<file path="src/rtl/cdc_tx_pkg.sv">
// Shared types and default sizing for the toggle req/ack CDC transmitter.
package cdc_tx_pkg;

    typedef enum logic [0:0] {
        IDLE     = 1'b0,
        WAIT_ACK = 1'b1
    } state_t;

    localparam int unsigned DW_DEF          = 8;
    localparam int unsigned SYNC_STAGE_DEF  = 2;
    localparam int unsigned TIMEOUT_CYC_DEF = 1024;

endpackage

</file>
<file path="src/rtl/cdc_sync_ah.sv">
// Single-bit multi-flop synchronizer, asynchronous active-high reset to 0.
module cdc_sync_ah #(
    parameter int unsigned SYNC_STAGE = 2
) (
    input  logic I_CLK,
    input  logic I_RST,
    input  logic I_D,
    output logic O_Q
);

    if (SYNC_STAGE < 2) begin : g_bad_depth
        $error("cdc_sync_ah: SYNC_STAGE must be >= 2");
    end

    logic [SYNC_STAGE-1:0] chain_q;
    logic [SYNC_STAGE-1:0] chain_d;

    always_comb begin
        chain_d = {chain_q[SYNC_STAGE-2:0], I_D};
    end

    always_ff @(posedge I_CLK or posedge I_RST) begin
        if (I_RST) begin
            chain_q <= '0;
        end else begin
            chain_q <= chain_d;
        end
    end

    assign O_Q = chain_q[SYNC_STAGE-1];

endmodule

</file>
<file path="src/rtl/cdc_handshake_tx.sv">
// Source side of a toggle req/ack CDC handshake: holds a word on O_DATA, toggles O_REQ,
// waits for the synchronized ack toggle. Optional ack timeout flag via CDC_TX_TIMEOUT_EN.
module cdc_handshake_tx
    import cdc_tx_pkg::*;
#(
    parameter int unsigned DW          = DW_DEF,
    parameter int unsigned SYNC_STAGE  = SYNC_STAGE_DEF,
    parameter int unsigned TIMEOUT_CYC = TIMEOUT_CYC_DEF
) (
    input  logic          I_CLK,
    input  logic          I_RST,
    input  logic          I_VALID,
    output logic          O_READY,
    input  logic [DW-1:0] I_DATA,
    output logic [DW-1:0] O_DATA,
    output logic          O_REQ,
    input  logic          I_ACK,
    output logic          O_DONE,
    output logic          O_TIMEOUT,
    input  logic          I_TIMEOUT_CLR
);

    state_t        state_q, state_d;
    logic [DW-1:0] data_q, data_d;
    logic          req_q, req_d;
    logic          ready_q, ready_d;
    logic          done_q, done_d;
    logic          ack_s;
    logic          accept;

    cdc_sync_ah #(
        .SYNC_STAGE(SYNC_STAGE)
    ) u_ack_sync (
        .I_CLK(I_CLK),
        .I_RST(I_RST),
        .I_D  (I_ACK),
        .O_Q  (ack_s)
    );

    always_comb begin
        state_d = state_q;
        data_d  = data_q;
        req_d   = req_q;
        ready_d = ready_q;
        done_d  = 1'b0;
        accept  = (state_q == IDLE) && I_VALID && ready_q;

        case (state_q)
            IDLE: begin
                ready_d = 1'b1;
                if (accept) begin
                    data_d  = I_DATA;
                    req_d   = ~req_q;
                    ready_d = 1'b0;
                    state_d = WAIT_ACK;
                end
            end
            WAIT_ACK: begin
                ready_d = 1'b0;
                // Ack matching our req level means the destination has latched the word.
                if (ack_s == req_q) begin
                    state_d = IDLE;
                    done_d  = 1'b1;
                    ready_d = 1'b1;
                end
            end
            default: state_d = IDLE;
        endcase
    end

    always_ff @(posedge I_CLK or posedge I_RST) begin
        if (I_RST) begin
            state_q <= IDLE;
            data_q  <= '0;
            req_q   <= 1'b0;
            ready_q <= 1'b0;
            done_q  <= 1'b0;
        end else begin
            state_q <= state_d;
            data_q  <= data_d;
            req_q   <= req_d;
            ready_q <= ready_d;
            done_q  <= done_d;
        end
    end

    assign O_READY = ready_q;
    assign O_DATA  = data_q;
    assign O_REQ   = req_q;
    assign O_DONE  = done_q;

`ifdef CDC_TX_TIMEOUT_EN
    localparam int unsigned CW = $clog2(TIMEOUT_CYC + 1);

    logic [CW-1:0] cnt_q, cnt_d;
    logic          timeout_q, timeout_d;

    // Flag is raised only on the cycle the count reaches the limit, so a clear
    // while the transfer is still stalled sticks.
    always_comb begin
        cnt_d     = cnt_q;
        timeout_d = timeout_q;
        if (I_TIMEOUT_CLR) begin
            timeout_d = 1'b0;
        end
        if (accept) begin
            cnt_d = '0;
        end else if ((state_q == WAIT_ACK) && (cnt_q != CW'(TIMEOUT_CYC))) begin
            cnt_d = cnt_q + CW'(1);
            if (cnt_d == CW'(TIMEOUT_CYC)) begin
                timeout_d = 1'b1;
            end
        end
    end

    always_ff @(posedge I_CLK or posedge I_RST) begin
        if (I_RST) begin
            cnt_q     <= '0;
            timeout_q <= 1'b0;
        end else begin
            cnt_q     <= cnt_d;
            timeout_q <= timeout_d;
        end
    end

    assign O_TIMEOUT = timeout_q;
`else
    logic unused_timeout_clr;

    assign unused_timeout_clr = I_TIMEOUT_CLR;
    assign O_TIMEOUT          = 1'b0;
`endif

endmodule

</file>
<file path="config.mk">
export PLATFORM = sky130hd
export DESIGN_NAME = cdc_handshake_tx
export DESIGN_NICKNAME = d
export VERILOG_FILES = /design/src/rtl/cdc_tx_pkg.sv /design/src/rtl/cdc_sync_ah.sv /design/src/rtl/cdc_handshake_tx.sv
export SDC_FILE = /design/constraint.sdc
export NUM_CORES = 1
export LEC_CHECK = 0
export BUFFER_PORTS_ARGS = -buffer_cell sky130_fd_sc_hd__buf_2
export CAP_MARGIN = 20
export CELL_PAD_IN_SITES_DETAIL_PLACEMENT = 1
export CELL_PAD_IN_SITES_GLOBAL_PLACEMENT = 2
export CORE_UTILIZATION = 28
export DETAILED_ROUTE_END_ITERATION = 7
export PLACE_DENSITY_LB_ADDON = 0.1
export SLEW_MARGIN = 20
export SYNTH_ARGS = -nofsm -noshare
export SYNTH_HDL_FRONTEND = slang
export SYNTH_SLANG_ARGS = --single-unit
</file>
<file path="constraint.sdc">
create_clock -name I_CLK -period 1.45 [get_ports I_CLK]
set_input_delay 0.145 -clock I_CLK [delete_from_list [all_inputs] [get_ports I_CLK]]
set_output_delay 0.145 -clock I_CLK [all_outputs]
set_load 0.01 [all_outputs]
</file>
== Yosys cells after proc, flatten, opt, wreduce, memory -nomap -nowiden ==
Cells that the tools add are included.

* Word-level logic and storage cells: 19
* Output and inout bits: 12
* Register bits: 14

* Bitwise gates (word level): 2
* Equal/unequal tests: 1
* Reductions and logical operators: 3
* Mux-type cells: 7

{| class="wikitable"
|+ Operators with widths
! cell !! count
|-
| $mux W1 || 5
|-
| $pmux W1 S2 || 2
|-
| $logic_and A1 B1 Y1 || 2
|-
| $not A1 Y1 || 2
|-
| $reduce_and A2 Y1 || 1
|-
| $eq A1 B1 Y1 || 1
|}

== Logic depth before layout (Yosys ltp) ==
Gate-level depths: netlist of the first run.

* Word-level depth: 5
* Gate-level depth with buffers: 3
* Depth with buffers taken out: 2

== Hierarchy ==
Synthesis of the first run repeated with hierarchy kept, for this count alone.

* Cells, all modules: 34
* Area, all modules: 564.3 um^2

{| class="wikitable"
|+ Modules (own cells, without submodules)
! module !! instances !! area an instance (um^2) !! seq. area each (um^2) !! cells each
|-
| cdc_handshake_tx || 1 || 510.5 || 300.3 || 31
|-
| cdc_sync_ah || 1 || 53.8 || 50.0 || 3
|}

== Least setup slack after synthesis of the first run ==
OpenSTA, ideal clock, no wires.

* Path kind: register -> register
* Start: register state_q
* End: register data_q[0] (netlist: O_DATA[0])
* Data arrival time: 0.970 ns
* Stages on the path, launching flop included: 4
* Path slack: 0.355 ns
* Data required time: 1.325 ns
* Library setup time: 0.125 ns
* Path through: dfrtp_1 > nand3b_4 > buf_6 > mux2_4

* Cells in the longest elaborated chain, start to end: 4

{| class="wikitable"
|+ Ends and longest elaborated chain
! element !! line !! source
|-
| from (decl) || cdc_handshake_tx.sv:23 || <nowiki>state_t state_q, state_d;</nowiki>
|-
| from (signal assigned) || cdc_handshake_tx.sv:79 || <nowiki>state_q <= state_d;</nowiki>
|-
| $not A1 Y1 (no line) (*) || -- ||
|-
| $logic_and A1 B1 Y1 (2 in a row) || cdc_handshake_tx.sv:46 || <nowiki>accept = (state_q == IDLE) && I_VALID && ready_q;</nowiki>
|-
| $reduce_and A2 Y1 (no line) (*) || -- ||
|-
| to (signal assigned) || cdc_handshake_tx.sv:80 || <nowiki>data_q <= data_d;</nowiki>
|-
| to (decl) || cdc_handshake_tx.sv:24 || <nowiki>logic [DW-1:0] data_q, data_d;</nowiki>
|}

Every way passes the cells marked *; elsewhere a longest branch is shown, timed or not.
A chain may end at the register's enable or synchronous reset.

== Worst setup path after layout of the first run ==
* Start: register state_q
* End: register data_q[4] (netlist: O_DATA[4])

The elaborated chain is that of the path after synthesis.

==> flow_metrics.py, run 1 <==
metrics = {
    "routing": {
        "drt_first_pass_iters": 1,
        "drtIter0Drc": 0,
        "routed_wl_um": 1014,
        "final_antenna_net_count": 0,
        "wl_per_cell_um": 12.07,
        "via_count": 347,
        "drcViolationCount": 0,
        "vias_per_cell": 4.131,
    },
    "sta": {
        "final-setup-viol-count": 0,
        "tightest_slew_ps": 518.9,
        "rsz0062_at_grt": "false",
        "hold_viol": 0,
        "slew_headroom_pct": 65.37,
        "drv_slew": 0,
        "fin_setup_tns_ps": 0,
        "finalCritPeriodShare_pct": 80.53,
        "fin_skew_ps": 4.049,
        "min_period_ps": 1168,
        "clock.fmax_mhz": 856.4,
    },
    "cells_and_area": {
        "num_antenna_cells": 0,
        "final_cells": 84,
        "postLayoutCellArea_sq_um": 739.5,
        "syn2layout_area_growth_pct": 31.92,
        "drive_gt1_share_pct": 62.71,
        "nets": 73,
    },
    "clock_network": {
        "cts_setup_buffers": 0,
        "cts_tree": "built",
        "clock_latency_ps": 270,
        "cts.clk_slew.worst_paths_ps": 90,
        "root_buffer": "clkbuf_4",
        "ctsResizeCount": 0,
        "cts_buffers": 3,
        "clockBufferDepth": 2,
        "clock-sinks": 14,
        "cts_max_level": 1,
    },
    "placed_design": {
        "place_congestion": 0.6233,
        "dp.cells": 78,
        "place_area_sq_um": 683.2,
        "io_buffers": 22,
    },
    "yosys": {
        "synth_top_area_share_pct": 62.50,
        "synth_area_sq_um": 560.5,
        "synthTopCellsByArea": "dfrtp_1, mux2_4, nand3b_4",
        "async_reset_ff_share_pct": 100.0,
        "ys_ff_latch": 14,
        "synth_common_cells": "dfrtp_1, mux2_4, a21oi_1, xnor2_1",
        "synthesis.nets": 46,
        "synth-edff-count": 0,
        "syn_area_per_cell_sq_um": 16.99,
        "syn_inst": 33,
        "ys_types": 11,
        "yosysMostFrequentCell": "dfrtp_1",
        "synth_top_area_cell": "dfrtp_1",
        "ys_warn_count": 0,
        "seq_area_frac_synth_pct": 62.50,
        "synthFlopType": "dfrtp_1",
    },
    "floorplanning": {
        "num_rows": 15,
        "core-area_sq_mm": 0.001802,
        "die_w_um": 46.74,
        "boundaryPins": 25,
        "die_area_sq_mm": 0.002185,
        "fp.dieH_um": 46.74,
        "initial_core_util_pct": 31.11,
    },
    "critical_path": {
        "start_kind": "register",
        "r2r_end": "O_DATA[4]",
        "required_ps": 1610,
        "path_max_fanout": 9,
        "reg2reg_depth": 2,
        "cp.arrival_ps": 1330,
        "path_class": "reg -> reg",
        "reg2reg_from": "state_q",
        "r2r_slack_ps": 280,
        "worst_setup_path_end_kind": "register",
    },
    "power_and_ir_drop": {
        "seq_power_share_pct": 42.6,
        "power.static_leakage_uw": 0.0003975,
        "peakVddDrop_v": 0.0007363,
        "p_int_uw": 1096,
        "switching_share_pct": 30.96,
        "combinationalPowerShare_pct": 40.0,
        "cellPowerDensity_mw_per_mm2": 2147,
        "p_clk_share_pct": 17.4,
        "p_sw_uw": 491.7,
    },
    "grt": {
        "grt_pass1_wl_um": 1587,
        "grt_pass1_vias": 389,
        "grt_usage_pct": 10.81,
        "antenna_found_initial": 0,
        "grt-ovfl-total": 0,
        "grt_max_degree": 15,
    },
    "min_path": {
        "min_to": "O_DATA[6]",
        "worstHoldStart": "I_DATA[6]",
        "hold_class": "in -> reg",
        "holdPathStages": 2,
    },
    "status": {
        "outcome": "finished, final reports clean",
    },
    "job": {
        "cap_violations": 0,
    },
}
-- area by class of cell --
cell class,count,area [sq um]
fillers,207,1062
inverters,1,3.754
clock buffers,4,36.28
repair buffers,24,130.1
well taps,25,31.28
flip-flops and latches,14,350.3
multi-input cells,16,187.7
-- stage by stage --
step	util, %	hold slack, ps	power, uW	setup slack (ps)
2_1_floorplan	-	34.22	1119	355.4
3_3_place_gp	37.92	186.4	1294	316.9
4_1_cts	41.04	89.13	1619	259.4
5_1_grt	41.04	86.12	1698	221.7
6_report	41.04	98.55	1588	282.4
3_5_place_dp	37.92	213.9	1326	281.2
-- kinds of logic after synthesis --
group                  Yosys count  share of synthesized area [%]
XOR/XNOR                         2                          3.126
AND/OR/NAND/NOR                  2                          4.911
other                            1                         0.6690
AO/OA/AOI/OAI                    3                          3.349
multiplexers                     8                          21.43
flip-flops                      14                          62.50
buffers and inverters            3                          4.018
-- metal layers --
layer	global-route usage, %	share of wire (%)	routed length, um	up-vias
met2	18.61	54	548	17
li1	-	-	-	159
met5	0	0	0	-
met4	6.857	0	0	0
met3	2.692	6.3	64	0
met1	11.84	40	401	171
-- registers in the layout, indices dropped and copies added, names as in the netlist --
register and cells:
O_DATA 8, O_DONE 1, O_REQ 1, state_q 1, O_READY 1, u_ack_sync.chain_q 2
-- power by group through the flow --
stage               Combinational, uW  Clock [uW]  Sequential, uW
floorplan                         367           0             752
global placement                  625           0             668
detailed placement                640           0             686
CTS                               650         291             679
global route                      689         309             700
finish                            636         276             676
-- critical path, cell delays in order, from the launching register on --
cell      delay [ps]
dfrtp_1          420
nand3b_4         280
mux2_4           350
-- cells in the final DEF, fill, tap and decap left out --
cell type and instances:
clkbuf_4 3, conb_1 1, clkbuf_8 1, mux2_4 8, buf_2 22, inv_1 1, xnor2_1 2, a21o_2 1
and2_2 1, a21oi_1 2, dfrtp_1 14, dlygate4sd3_1 2, nand3b_4 1
-- worst max path at each step --
stage	startpoint	to	slack, ps	depth (start not counted)
6_report	state_q	O_DATA[4]	280	2
5_1_grt	state_q	O_DATA[5]	220	2
4_1_cts	state_q	O_DATA[5]	260	2
3_5_place_dp	state_q	O_DATA[5]	280	2
3_3_place_gp	state_q	O_DATA[3]	320	2
2_1_floorplan	state_q	O_DATA[0]	360	3
-- what timing repair did --
action | in CTS | in global routing
endpoints found under the setup margin | 0 | 0
hold buffers | 2 | 0
endpoints found under the hold margin | 15 | 0
No activity file was read; power rests on OpenSTA's default activity.
==> run 2, diff against run 1 <==
--- a/config.mk
+++ b/config.mk
@@ -9,7 +9,7 @@
 export CAP_MARGIN = 20
 export CELL_PAD_IN_SITES_DETAIL_PLACEMENT = 1
 export CELL_PAD_IN_SITES_GLOBAL_PLACEMENT = 2
-export CORE_UTILIZATION = 28
+export CORE_UTILIZATION = 25
 export DETAILED_ROUTE_END_ITERATION = 7
 export PLACE_DENSITY_LB_ADDON = 0.1
 export SLEW_MARGIN = 20
==> constraint.sdc (replaced) <==
create_clock -name I_CLK -period 1.07 [get_ports I_CLK]
set_input_delay 0.107 -clock I_CLK [delete_from_list [all_inputs] [get_ports I_CLK]]
set_output_delay 0.107 -clock I_CLK [all_outputs]
set_load 0.01 [all_outputs]
==> flow_metrics.py, run 2 (synthesis results as in run 1) <==
metrics = {
    "cells_and_area": {
        "nets": 77,
        "fillers": 230,
        "multi_input_area_sq_um": 211.5,
        "final_common_cell": "buf_2",
        "postLayoutCellArea_sq_um": 789.5,
        "syn2layout_area_growth_pct": 40.85,
        "largest_reg_flops": 8,
        "mostFrequentLayoutCells": "buf_2, dfrtp_1, mux2_4",
        "seq_area_sq_um": 351.6,
        "num_antenna_cells": 0,
        "drive_gt1_share_pct": 68.25,
    },
    "sta": {
        "rsz0062_at_grt": "true",
        "clock.fmax_mhz": 930.2,
        "final-setup-viol-count": 1,
        "worst_slack_ps": -4.984,
        "finalCritPeriodShare_pct": 100.5,
        "drv_slew": 0,
        "hold_slack_ps": 49.89,
        "tightest_slew_ps": 520.8,
        "slew_headroom_pct": 65.24,
        "fin_skew_ps": 7.518,
        "min_period_ps": 1075,
        "hold_viol": 0,
        "fin_setup_tns_ps": -4.984,
    },
    "routing": {
        "wl_per_cell_um": 12.44,
        "via_count": 350,
        "vias_per_cell": 3.889,
        "drtIter0Drc": 0,
        "routed_wl_um": 1120,
        "drcViolationCount": 0,
        "drt_first_pass_iters": 1,
        "final_antenna_net_count": 0,
    },
    "critical_path": {
        "worstPathCellList": "nand3b_4 -> mux2_4",
        "crit_family": "flip-flops",
        "path_class": "reg -> reg",
        "start_kind": "register",
        "crit_path_start": "state_q",
        "critical-path-slowest-cell": "dfrtp_1",
        "reg2reg_from": "state_q",
        "required_ps": 1230,
        "slowest_delay_ps": 410,
        "path_max_fanout": 5,
        "path_buf_inv": 0,
        "cp.arrival_ps": 1240,
        "worst_setup_path_end_kind": "register",
    },
    "status": {
        "outcome": "finished with violations",
        "violations": "negative setup slack",
    },
    "min_path": {
        "hold_class": "in -> reg",
        "worstHoldStart": "I_DATA[7]",
    },
    "power_and_ir_drop": {
        "peakVddDrop_v": 0.001072,
        "totalPowerFinal_uw": 2313,
        "cellPowerDensity_mw_per_mm2": 2930,
        "power.static_leakage_uw": 0.0004256,
    },
    "clock_network": {
        "clockBufferDepth": 2,
        "clock-sinks": 14,
        "cts_max_level": 1,
        "cts.clk_slew.worst_paths_ps": 90,
        "cts_tree": "built",
        "root_buffer": "clkbuf_4",
        "clock_latency_ps": 280,
        "cts_buffers": 3,
    },
    "floorplanning": {
        "boundaryPins": 25,
        "num_rows": 16,
        "die_area_sq_mm": 0.002435,
        "fp.dieH_um": 49.35,
        "initial_core_util_pct": 27.45,
        "core-area_sq_mm": 0.002042,
        "die_w_um": 49.35,
    },
    "placed_design": {
        "pre_cts_slack_ps": -44.11,
        "io_buffers": 22,
        "dp.final_hpwl_um": 760.5,
        "place_congestion": 0.6641,
        "place_area_sq_um": 693.2,
    },
    "grt": {
        "grt-ovfl-total": 0,
        "grt_max_degree": 15,
        "grt_usage_pct": 11.49,
        "grt_pass1_vias": 379,
        "antenna_found_initial": 0,
        "grt_pass1_wl_um": 1918,
    },
    "job": {
        "cap_violations": 0,
    },
}
==> run 2: final cells by class <==
class                   count  share of cell area [%]
well taps                  27                   4.279
inverters                   1                  0.4754
clock buffers               4                   4.596
multi-input cells          17                   26.78
repair buffers             27                   19.33
flip-flops and latches     14                   44.53
==> run 2: worst register-to-register path, stage by stage, from the launching register on <==
cell,delay [ps]
dfrtp_1,410
nand3b_4,230
mux2_4,330
==> run 2: repair_timing <==
| action | in CTS | in global routing |
|---|---|---|
| hold endpoints to repair | 15 | 0 |
| buffers inserted | 2 | 0 |
| hold buffers | 2 | 0 |
| resized for setup | 2 | 1 |
| endpoints found under the setup margin | 8 | 7 |
| pin swaps | 0 | 0 |
| gates cloned | 1 | 0 |
==> run 2: power breakdown <==
| group | switching [uW] | internal, uW |
|---|---|---|
| registers | 175 | 768 |
| logic | 380 | 605 |
| clock network | 179 | 207 |
| total | 733 | 1580 |
==> run 2: final timing paths <==
check / slack (ps) / to / depth (start not counted)
min: 50 / O_DATA[7] / 2
max in group asynchronous: 290 / O_READY / 3
min reg2reg: 360 / u_ack_sync.chain_q[1] / 0
max: -5 / O_DATA[4] / 2
min in group asynchronous: 400 / O_DATA[7] / 3
max reg2reg: -5 / O_DATA[4] / 2
==> run 2: layer usage <==
layer | global-route usage [%] | routed length (um)
met5 | 0 | 0
met1 | 14.12 | 491
met2 | 17.58 | 558
met3 | 4.050 | 69
met4 | 5.882 | 0
==> run 2: metrics by stage <==
step	utilization, %	std cells
2_1_floorplan	-	33
3_3_place_gp	33.95	81
3_5_place_dp	33.95	81
4_1_cts	38.48	90
5_1_grt	38.66	90
6_report	38.66	90
